$ cat config.mk
export PLATFORM = sky130hd
export DESIGN_NAME = fft_frame_sched
export DESIGN_NICKNAME = d
export VERILOG_FILES = /design/src/rtl/fft_frame_sched.sv
export SDC_FILE = /design/constraint.sdc
export NUM_CORES = 1
export LEC_CHECK = 0
export ABC_AREA = 1
export BUFFER_PORTS_ARGS = -buffer_cell sky130_fd_sc_hd__buf_4
export CAP_MARGIN = 0
export CORE_MARGIN = 1.5
export CORE_UTILIZATION = 35
export CTS_CLUSTER_SIZE = 8
export DETAILED_ROUTE_END_ITERATION = 8
export MAX_ROUTING_LAYER = met4
export PLACE_DENSITY = 0.78
export SLEW_MARGIN = 20
export SYNTH_ARGS = -nofsm -noshare
export SYNTH_HDL_FRONTEND = slang
export SYNTH_SLANG_ARGS = --single-unit
$ cat constraint.sdc
create_clock -name clk -period 2.08 [get_ports clk]
set_clock_uncertainty 0.15 [all_clocks]
set_input_delay 0.104 -clock clk [delete_from_list [all_inputs] [get_ports clk]]
set_output_delay 0.104 -clock clk [all_outputs]
set_load 0.01 [all_outputs]
$ cat src/rtl/fft_frame_sched.sv
// Frame-granular round-robin arbiter sharing one FFT core between two sample streams.
// Each granted frame's channel is queued as a tag and attached to the matching result frame.
// Optional macro FFT_SCHED_STATS_EN adds per-channel completed-frame counters.
module fft_frame_sched #(
    parameter int WIDTH     = 16,
    parameter int NPTS      = 16,
    parameter int TAG_DEPTH = 4
) (
    input  logic                    clk,
    input  logic                    reset,
    input  logic                    req0_push,
    input  logic signed [WIDTH-1:0] req0_real,
    input  logic signed [WIDTH-1:0] req0_imag,
    output logic                    req0_stall,
    input  logic                    req1_push,
    input  logic signed [WIDTH-1:0] req1_real,
    input  logic signed [WIDTH-1:0] req1_imag,
    output logic                    req1_stall,
    output logic                    fft_push,
    output logic signed [WIDTH-1:0] fft_real,
    output logic signed [WIDTH-1:0] fft_imag,
    input  logic                    fft_stall,
    input  logic                    fft_out_push,
    input  logic signed [WIDTH-1:0] fft_out_real,
    input  logic signed [WIDTH-1:0] fft_out_imag,
    output logic                    fft_out_stall,
    output logic                    out_push,
    output logic signed [WIDTH-1:0] out_real,
    output logic signed [WIDTH-1:0] out_imag,
    output logic                    out_chan,
    input  logic                    out_stall,
`ifdef FFT_SCHED_STATS_EN
    output logic [15:0]             stat_frames0,
    output logic [15:0]             stat_frames1,
`endif
    output logic                    err
);

    localparam int CW   = (NPTS > 1) ? $clog2(NPTS) : 1;
    localparam int PW   = $clog2(TAG_DEPTH);
    localparam int CNTW = PW + 1;
    localparam logic [CW-1:0]   LAST_IDX = CW'(NPTS - 1);
    localparam logic [CNTW-1:0] FULL_CNT = CNTW'(TAG_DEPTH);

    typedef enum logic {IDLE = 1'b0, FRAME = 1'b1} state_t;

    state_t state_q, state_d;

    logic                 grant_q, last_q;
    logic [CW-1:0]        in_cnt_q, out_cnt_q;
    logic [TAG_DEPTH-1:0] tag_q;
    logic [PW-1:0]        wr_ptr_q, rd_ptr_q;
    logic [CNTW-1:0]      count_q;
    logic                 err_q;

    logic tag_full, tag_empty, head_chan;
    logic grant_sel, can_grant, start;
    logic in_accept, frame_done, out_accept, out_done;

    assign tag_full  = (count_q == FULL_CNT);
    assign tag_empty = (count_q == '0);
    assign head_chan = tag_empty ? 1'b0 : tag_q[rd_ptr_q];

    // Contention goes to the channel that did not win last time.
    assign grant_sel  = (req0_push && req1_push) ? ~last_q : req1_push;
    assign can_grant  = (req0_push || req1_push) && !tag_full;
    assign start      = (state_q == IDLE) && can_grant;
    assign in_accept  = (state_q == FRAME) && fft_push && !fft_stall;
    assign frame_done = in_accept && (in_cnt_q == LAST_IDX);
    assign out_accept = out_push && !out_stall;
    assign out_done   = out_accept && (out_cnt_q == LAST_IDX);

    always_ff @(posedge clk) begin
        if (!reset) begin
            state_q <= IDLE;
        end else begin
            state_q <= state_d;
        end
    end

    always_comb begin
        state_d = state_q;
        case (state_q)
            IDLE:    if (can_grant) state_d = FRAME;
            FRAME:   if (frame_done) state_d = IDLE;
            default: state_d = IDLE;
        endcase
    end

    always_comb begin
        req0_stall = 1'b1;
        req1_stall = 1'b1;
        fft_push   = 1'b0;
        fft_real   = '0;
        fft_imag   = '0;
        if (state_q == FRAME) begin
            if (grant_q) begin
                fft_push   = req1_push;
                fft_real   = req1_real;
                fft_imag   = req1_imag;
                req1_stall = fft_stall;
            end else begin
                fft_push   = req0_push;
                fft_real   = req0_real;
                fft_imag   = req0_imag;
                req0_stall = fft_stall;
            end
        end
    end

    assign out_push      = fft_out_push && !tag_empty;
    assign fft_out_stall = out_stall || tag_empty;
    assign out_real      = fft_out_real;
    assign out_imag      = fft_out_imag;
    assign out_chan      = head_chan;
    assign err           = err_q;

    always_ff @(posedge clk) begin
        if (!reset) begin
            grant_q   <= 1'b0;
            last_q    <= 1'b1;
            in_cnt_q  <= '0;
            out_cnt_q <= '0;
            tag_q     <= '0;
            wr_ptr_q  <= '0;
            rd_ptr_q  <= '0;
            count_q   <= '0;
            err_q     <= 1'b0;
        end else begin
            if (start) begin
                grant_q         <= grant_sel;
                last_q          <= grant_sel;
                in_cnt_q        <= '0;
                tag_q[wr_ptr_q] <= grant_sel;
                wr_ptr_q        <= wr_ptr_q + PW'(1);
            end
            if (in_accept) begin
                in_cnt_q <= frame_done ? '0 : in_cnt_q + CW'(1);
            end
            if (out_accept) begin
                out_cnt_q <= out_done ? '0 : out_cnt_q + CW'(1);
            end
            if (out_done) begin
                rd_ptr_q <= rd_ptr_q + PW'(1);
            end
            // Grant and frame-end on the same edge cancel out in the count.
            case ({start, out_done})
                2'b10:   count_q <= count_q + CNTW'(1);
                2'b01:   count_q <= count_q - CNTW'(1);
                default: count_q <= count_q;
            endcase
            if (fft_out_push && tag_empty) begin
                err_q <= 1'b1;
            end
        end
    end

`ifdef FFT_SCHED_STATS_EN
    logic [15:0] stat0_q, stat1_q;

    always_ff @(posedge clk) begin
        if (!reset) begin
            stat0_q <= '0;
            stat1_q <= '0;
        end else if (out_done) begin
            if (head_chan) begin
                stat1_q <= stat1_q + 16'd1;
            end else begin
                stat0_q <= stat0_q + 16'd1;
            end
        end
    end

    assign stat_frames0 = stat0_q;
    assign stat_frames1 = stat1_q;
`endif

endmodule

After elaboration in Yosys (flattened, before gate mapping) --
Index checks and enable logic that the tools add are counted.
Storage, ports and cells: bits in registers 23, latch bits 0, bits in writable memories 0, ROM bits 0, bits of input ports 103, output and inout bits 71, memories 0
Cells by class: add/sub/neg operators 6, multipliers 0, div/mod/pow operators 0, magnitude comparators 3, equal/unequal tests 5, shift operators 0, mux-type cells 25, bitwise logic cells 2, reduce and logical (&&, ||, !) cells 20
Operator list (count):
- 2-to-1 mux 16 bit | 4
- 2-to-1 mux 4 bit | 4
- 2-to-1 mux 1 bit | 12
- logical AND 1 bit | 11
- adder 4 x 1 -> 4 bit (second input constant) | 2
- equality test 4 bit (second input constant) | 2
- < comparator 2 x 3 -> 1 bit (second input constant) | 2
- one-hot mux 3 bit (2 select lines) | 1
- adder 2 x 1 -> 2 bit (second input constant) | 2
- bitwise mux 4 bit | 1
- logical NOT 1 bit | 4
- nonzero test 2 bit | 2
- adder 3 x 1 -> 3 bit (second input constant) | 1
- equality test 3 bit (second input constant) | 1
- logical NOT 3 bit | 1
- subtractor 3 x 1 -> 3 bit (second input constant) | 1
- binary-select mux 1 bit (select 2 bit) | 1
- demux 1 bit (select 2 bit) | 1
- equality test 2 x 1 -> 1 bit (second input constant) | 1
- equality test 2 bit (second input constant) | 1
- greater-or-equal comparator 2 x 1 -> 1 bit (second input constant) | 1
- logical OR 1 bit | 2
- inverter 1 bit | 2
- one-hot mux 1 bit (2 select lines) | 1

Depth between registers and ports, before layout --
depth after elaboration 7, mapped depth 13

Least setup slack after synthesis --
Ideal clock, no wire load.
path type register to register, start point register out_cnt_q[0], end point register count_q[2], library setup time 0.113 ns, arrival 1.808 ns, data required time 1.817 ns, path slack 0.009 ns, stages on the path, launching flop included 13, buffers on the path 0, clock period less this slack 2.071 ns, cells stage by stage dfxtp_1 > ha_1 > nand2_1 > nor2_1 > nand4_1 > inv_1 > ha_1 > inv_1 > fa_1 > a21oi_1 > o21ai_0 > nor2_1 > nor2_1
On the way: cells in the longest elaborated chain, start to end 4, elaborated cells on any way between the ends 6
Ends and longest elaborated chain:
- from (decl) | line 50 | logic [CW-1:0] in_cnt_q, out_cnt_q;
- from (signal assigned) | line 141 | out_cnt_q <= out_done ? '0 : out_cnt_q + CW'(1);
- equality test 4 bit (*) | line 71 | assign out_done = out_accept && (out_cnt_q == LAST_IDX);
- logical AND 1 bit (*) | line 71
- via out_done | line 58 | logic in_accept, frame_done, out_accept, out_done;
- equality test 2 x 1 -> 1 bit or equality test 2 bit (tied branches) | line 147 | case ({start, out_done})
- one-hot mux 3 bit (2 select lines) or nonzero test 2 bit (tied branches)
- to (signal assigned) | line 148 | 2'b10: count_q <= count_q + CNTW'(1);
- to (signal assigned) | line 149 | 2'b01: count_q <= count_q - CNTW'(1);
- to (signal assigned) | line 150 | default: count_q <= count_q;
- to (decl) | line 53 | logic [CNTW-1:0] count_q;
The timed path passes the listed nets; every way through them passes the cells marked *. A chain may end at the register's enable or synchronous reset.

Final worst setup path --
start point register out_cnt_q[1], end point register count_q[2]
The elaborated chain is that of the path after synthesis.

==> impl_metrics.json <==
{
  "syn_to_final_growth_pct": 38.8,
  "grt-ovfl-total": 0,
  "dp_hpwl_um": 4450,
  "violations": "negative setup slack",
  "maxSlewHeadroom_pct": 74.0,
  "finalWirelength_um": 5840,
  "final-setup-viol-count": 1,
  "cts_root_buf": "clkbuf_8",
  "cts_buffer_depth": 2,
  "numCtsBuffers": 3,
  "vdd_drop_max_mv": 0.428,
  "setup_ws_ns": -0.0257,
  "fp.dieArea_um2": 6090,
  "period_needed_ns": 2.11,
  "ys_ff_latch": 23,
  "cellLeakagePower_nw": 1.35,
  "cp.required_ns": 2.14,
  "r2r-end": "count_q[2]$_SDFFE_PN0P_",
  "rows": 27,
  "worstPathArrival_ns": 2.16,
  "io_pins": 174,
  "yosys_most_used_dff": "dfxtp_1",
  "yosysMostFrequentCell": "nor2_1",
  "grt_start_max_net_pins": 38,
  "yosys.area.top_type_share_pct": 23.4,
  "nFillCells": 583,
  "clock_sink_count": 23,
  "worst_hold_slack_ns": 0.0228,
  "num_vias": 2218,
  "cts_tree": "done",
  "yosys_warnings": 0,
  "first_global_vias": 2086,
  "synth_edf_count": 0,
  "rrSetupSlack_ns": -0.03,
  "yosysUniqueCellTypes": 26,
  "vias_per_cell": 4.73,
  "worst_setup_path_endpoint": "count_q[2]$_SDFFE_PN0P_",
  "synth.area.top_cells": "dfxtp_1 (23%), nor2_1 (16%), buf_4 (13%)",
  "drv_slew": 0,
  "netlist_area_um2": 1970,
  "synth_cells": 318,
  "reg2reg_depth": 13,
  "die_w_um": 78.0,
  "clk_pin_slew_worst_paths_ns": 0.08,
  "track_usage_pct": 18.9,
  "place_ws_ns": -0.101,
  "rsz0062_at_grt": "true",
  "r2r-start": "out_cnt_q[1]$_SDFFE_PN0P_",
  "core_um2": 5470,
  "place.port_buffers": 109,
  "hold_viol_final": 0,
  "wire_per_inst_um": 12.5,
  "grt_pass1_wl_um": 9200,
  "start_util_pct": 36.0,
  "drc": 0,
  "final_nets": 509,
  "drive_gt1_share_pct": 35.3,
  "gp_congestion": 0.787,
  "setup.worst_path.start": "out_cnt_q[1]$_SDFFE_PN0P_",
  "insertion_delay_ns": 0.26,
  "async_flop_share_pct": 0,
  "tightest_slew_ns": 0.390,
  "path_max_fanout": 4,
  "synth_nets": 429,
  "crit_path_start_kind": "flop",
  "cap_violations": 0,
  "die_h_um": 78.0,
  "fmax_ghz": 0.475,
  "antenna_found_initial": 0,
  "syn_area_per_cell_um2": 6.19,
  "worst-setup-path-type": "flop to flop",
  "regArea_um2": 463,
  "htreeDepth": 1,
  "period_share_pct": 101,
  "num_antenna_cells": 0,
  "drt_iter0_markers": 82,
  "critPathCaptureType": "flop",
  "dr.pass1.iters": 5,
  "yosys.area.top_type": "dfxtp_1",
  "synth-seq-area-share_pct": 23.4,
  "synth_common_cells": "nor2_1 (82), o21ai_0 (41), buf_4 (33)",
  "multi_input_area_um2": 1090,
  "antenna_left": 0,
  "status": "finished, violations left",
  "hp-class": "input port to flop",
  "powerDensity_nw_per_um2": 476
}
-- critical path, stage by stage (launching register included) --
cell and delay (ns):
dfxtp_2 0.36, ha_4 0.14, nand2_2 0.05, nor2_2 0.12
nand4_1 0.14, inv_1 0.12, ha_2 0.17, inv_2 0.04
fa_2 0.36, a21oi_2 0.12, o21ai_1 0.08, nand2_1 0.06
nand2_1 0.04, nor2_1 0.09
-- per-layer routing --
| layer | share of wire [%] | GRT usage [%] | up-vias |
|---|---|---|---|
| met5 | 0 | - | - |
| met4 | 2.3 | 6.43 | 0 |
| met3 | 7.5 | 3.95 | 19 |
| met2 | 49 | 33.8 | 101 |
| met1 | 41 | 20.7 | 962 |
| li1 | - | - | 1136 |
-- cell usage in the layout, fill, tap and decap left out, types with 3 or more instances in the layout --
| cell | netlist | layout |
|---|---|---|
| buf_4 | 33 | 119 |
| dlygate4sd3_1 | 0 | 3 |
| a21oi_1 | 19 | 18 |
| o21ai_0 | 41 | 40 |
| nand4_1 | 5 | 5 |
| dfxtp_1 | 23 | 21 |
| nand2_1 | 29 | 28 |
| nand3_1 | 12 | 12 |
| nor2_1 | 82 | 81 |
| nand3_2 | 4 | 4 |
| clkbuf_8 | 0 | 3 |
| inv_1 | 32 | 31 |
| nor2_2 | 2 | 3 |
| ha_1 | 7 | 5 |
| o21ai_1 | 2 | 3 |
-- worst min-delay path by stage --
stage	cells after the start	slack, ns	to	start
floorplan	2	0.09	wr_ptr_q[1]$_SDFFE_PN0P_	reset
global placement	0	0.06	out_imag[0]	fft_out_imag[0]
detailed placement	0	0.06	out_imag[0]	fft_out_imag[0]
CTS	4	0.02	out_cnt_q[1]$_SDFFE_PN0P_	out_stall
global route	0	0.06	out_imag[10]	fft_out_imag[10]
finish	4	0.02	out_cnt_q[1]$_SDFFE_PN0P_	out_stall
-- sequential cells by signal (all words and copies together) (netlist names) --
register	count
in_cnt_q	4
out_cnt_q	4
tag_q	4
count_q	3
rd_ptr_q	2
wr_ptr_q	2
err	1
grant_q	1
last_q	1
state_q	1
-- layout make-up --
class,instances,share of cell area (%)
multi-input combinational,215,39.7
timing repair buffer,122,33.8
sequential,23,16.9
inverter,33,4.62
tap,72,3.30
clock buffer,4,1.65
-- cells by family after synthesis --
logic type               synth area share, %
AND/OR/NAND/NOR                         30.2
buffers and inverters                   22.8
AO/OA/AOI/OAI                           17.7
flip-flops                              23.4
adder cells (fa/ha/maj)                 5.46
XOR/XNOR                               0.445
-- repair_timing --
| item | 4_1_cts | 5_1_grt |
|---|---|---|
| pin swaps | 1 | 7 |
| resized for setup | 5 | 6 |
| buffers inserted | 0 | 2 |
| endpoints found under the setup margin | 1 | 1 |
| hold endpoints to repair | 8 | 0 |
| hold buffers | 3 | 0 |
-- where the power goes --
group,leakage (nW),internal (mW),switching [mW]
Combinational,1.14,0.262,0.269
Sequential,0.189,0.470,0.0221
Clock,0.0228,0.137,0.140
-- per-stage QoR --
stage	cell area [µm²]	power [mW]	utilization [%]	setup TNS (ns)	std cells
after floorplan	1970	0.830	-	0	318
after global placement	2620	1.01	47.8	-0.0470	460
after detailed placement	2620	1.02	47.8	-0.101	460
after CTS	2700	1.30	49.3	0	467
after global routing	2730	1.39	50.0	-0.197	469
final	2730	1.30	50.0	-0.0257	469
Note: power is estimated with default switching activity, not from simulation.
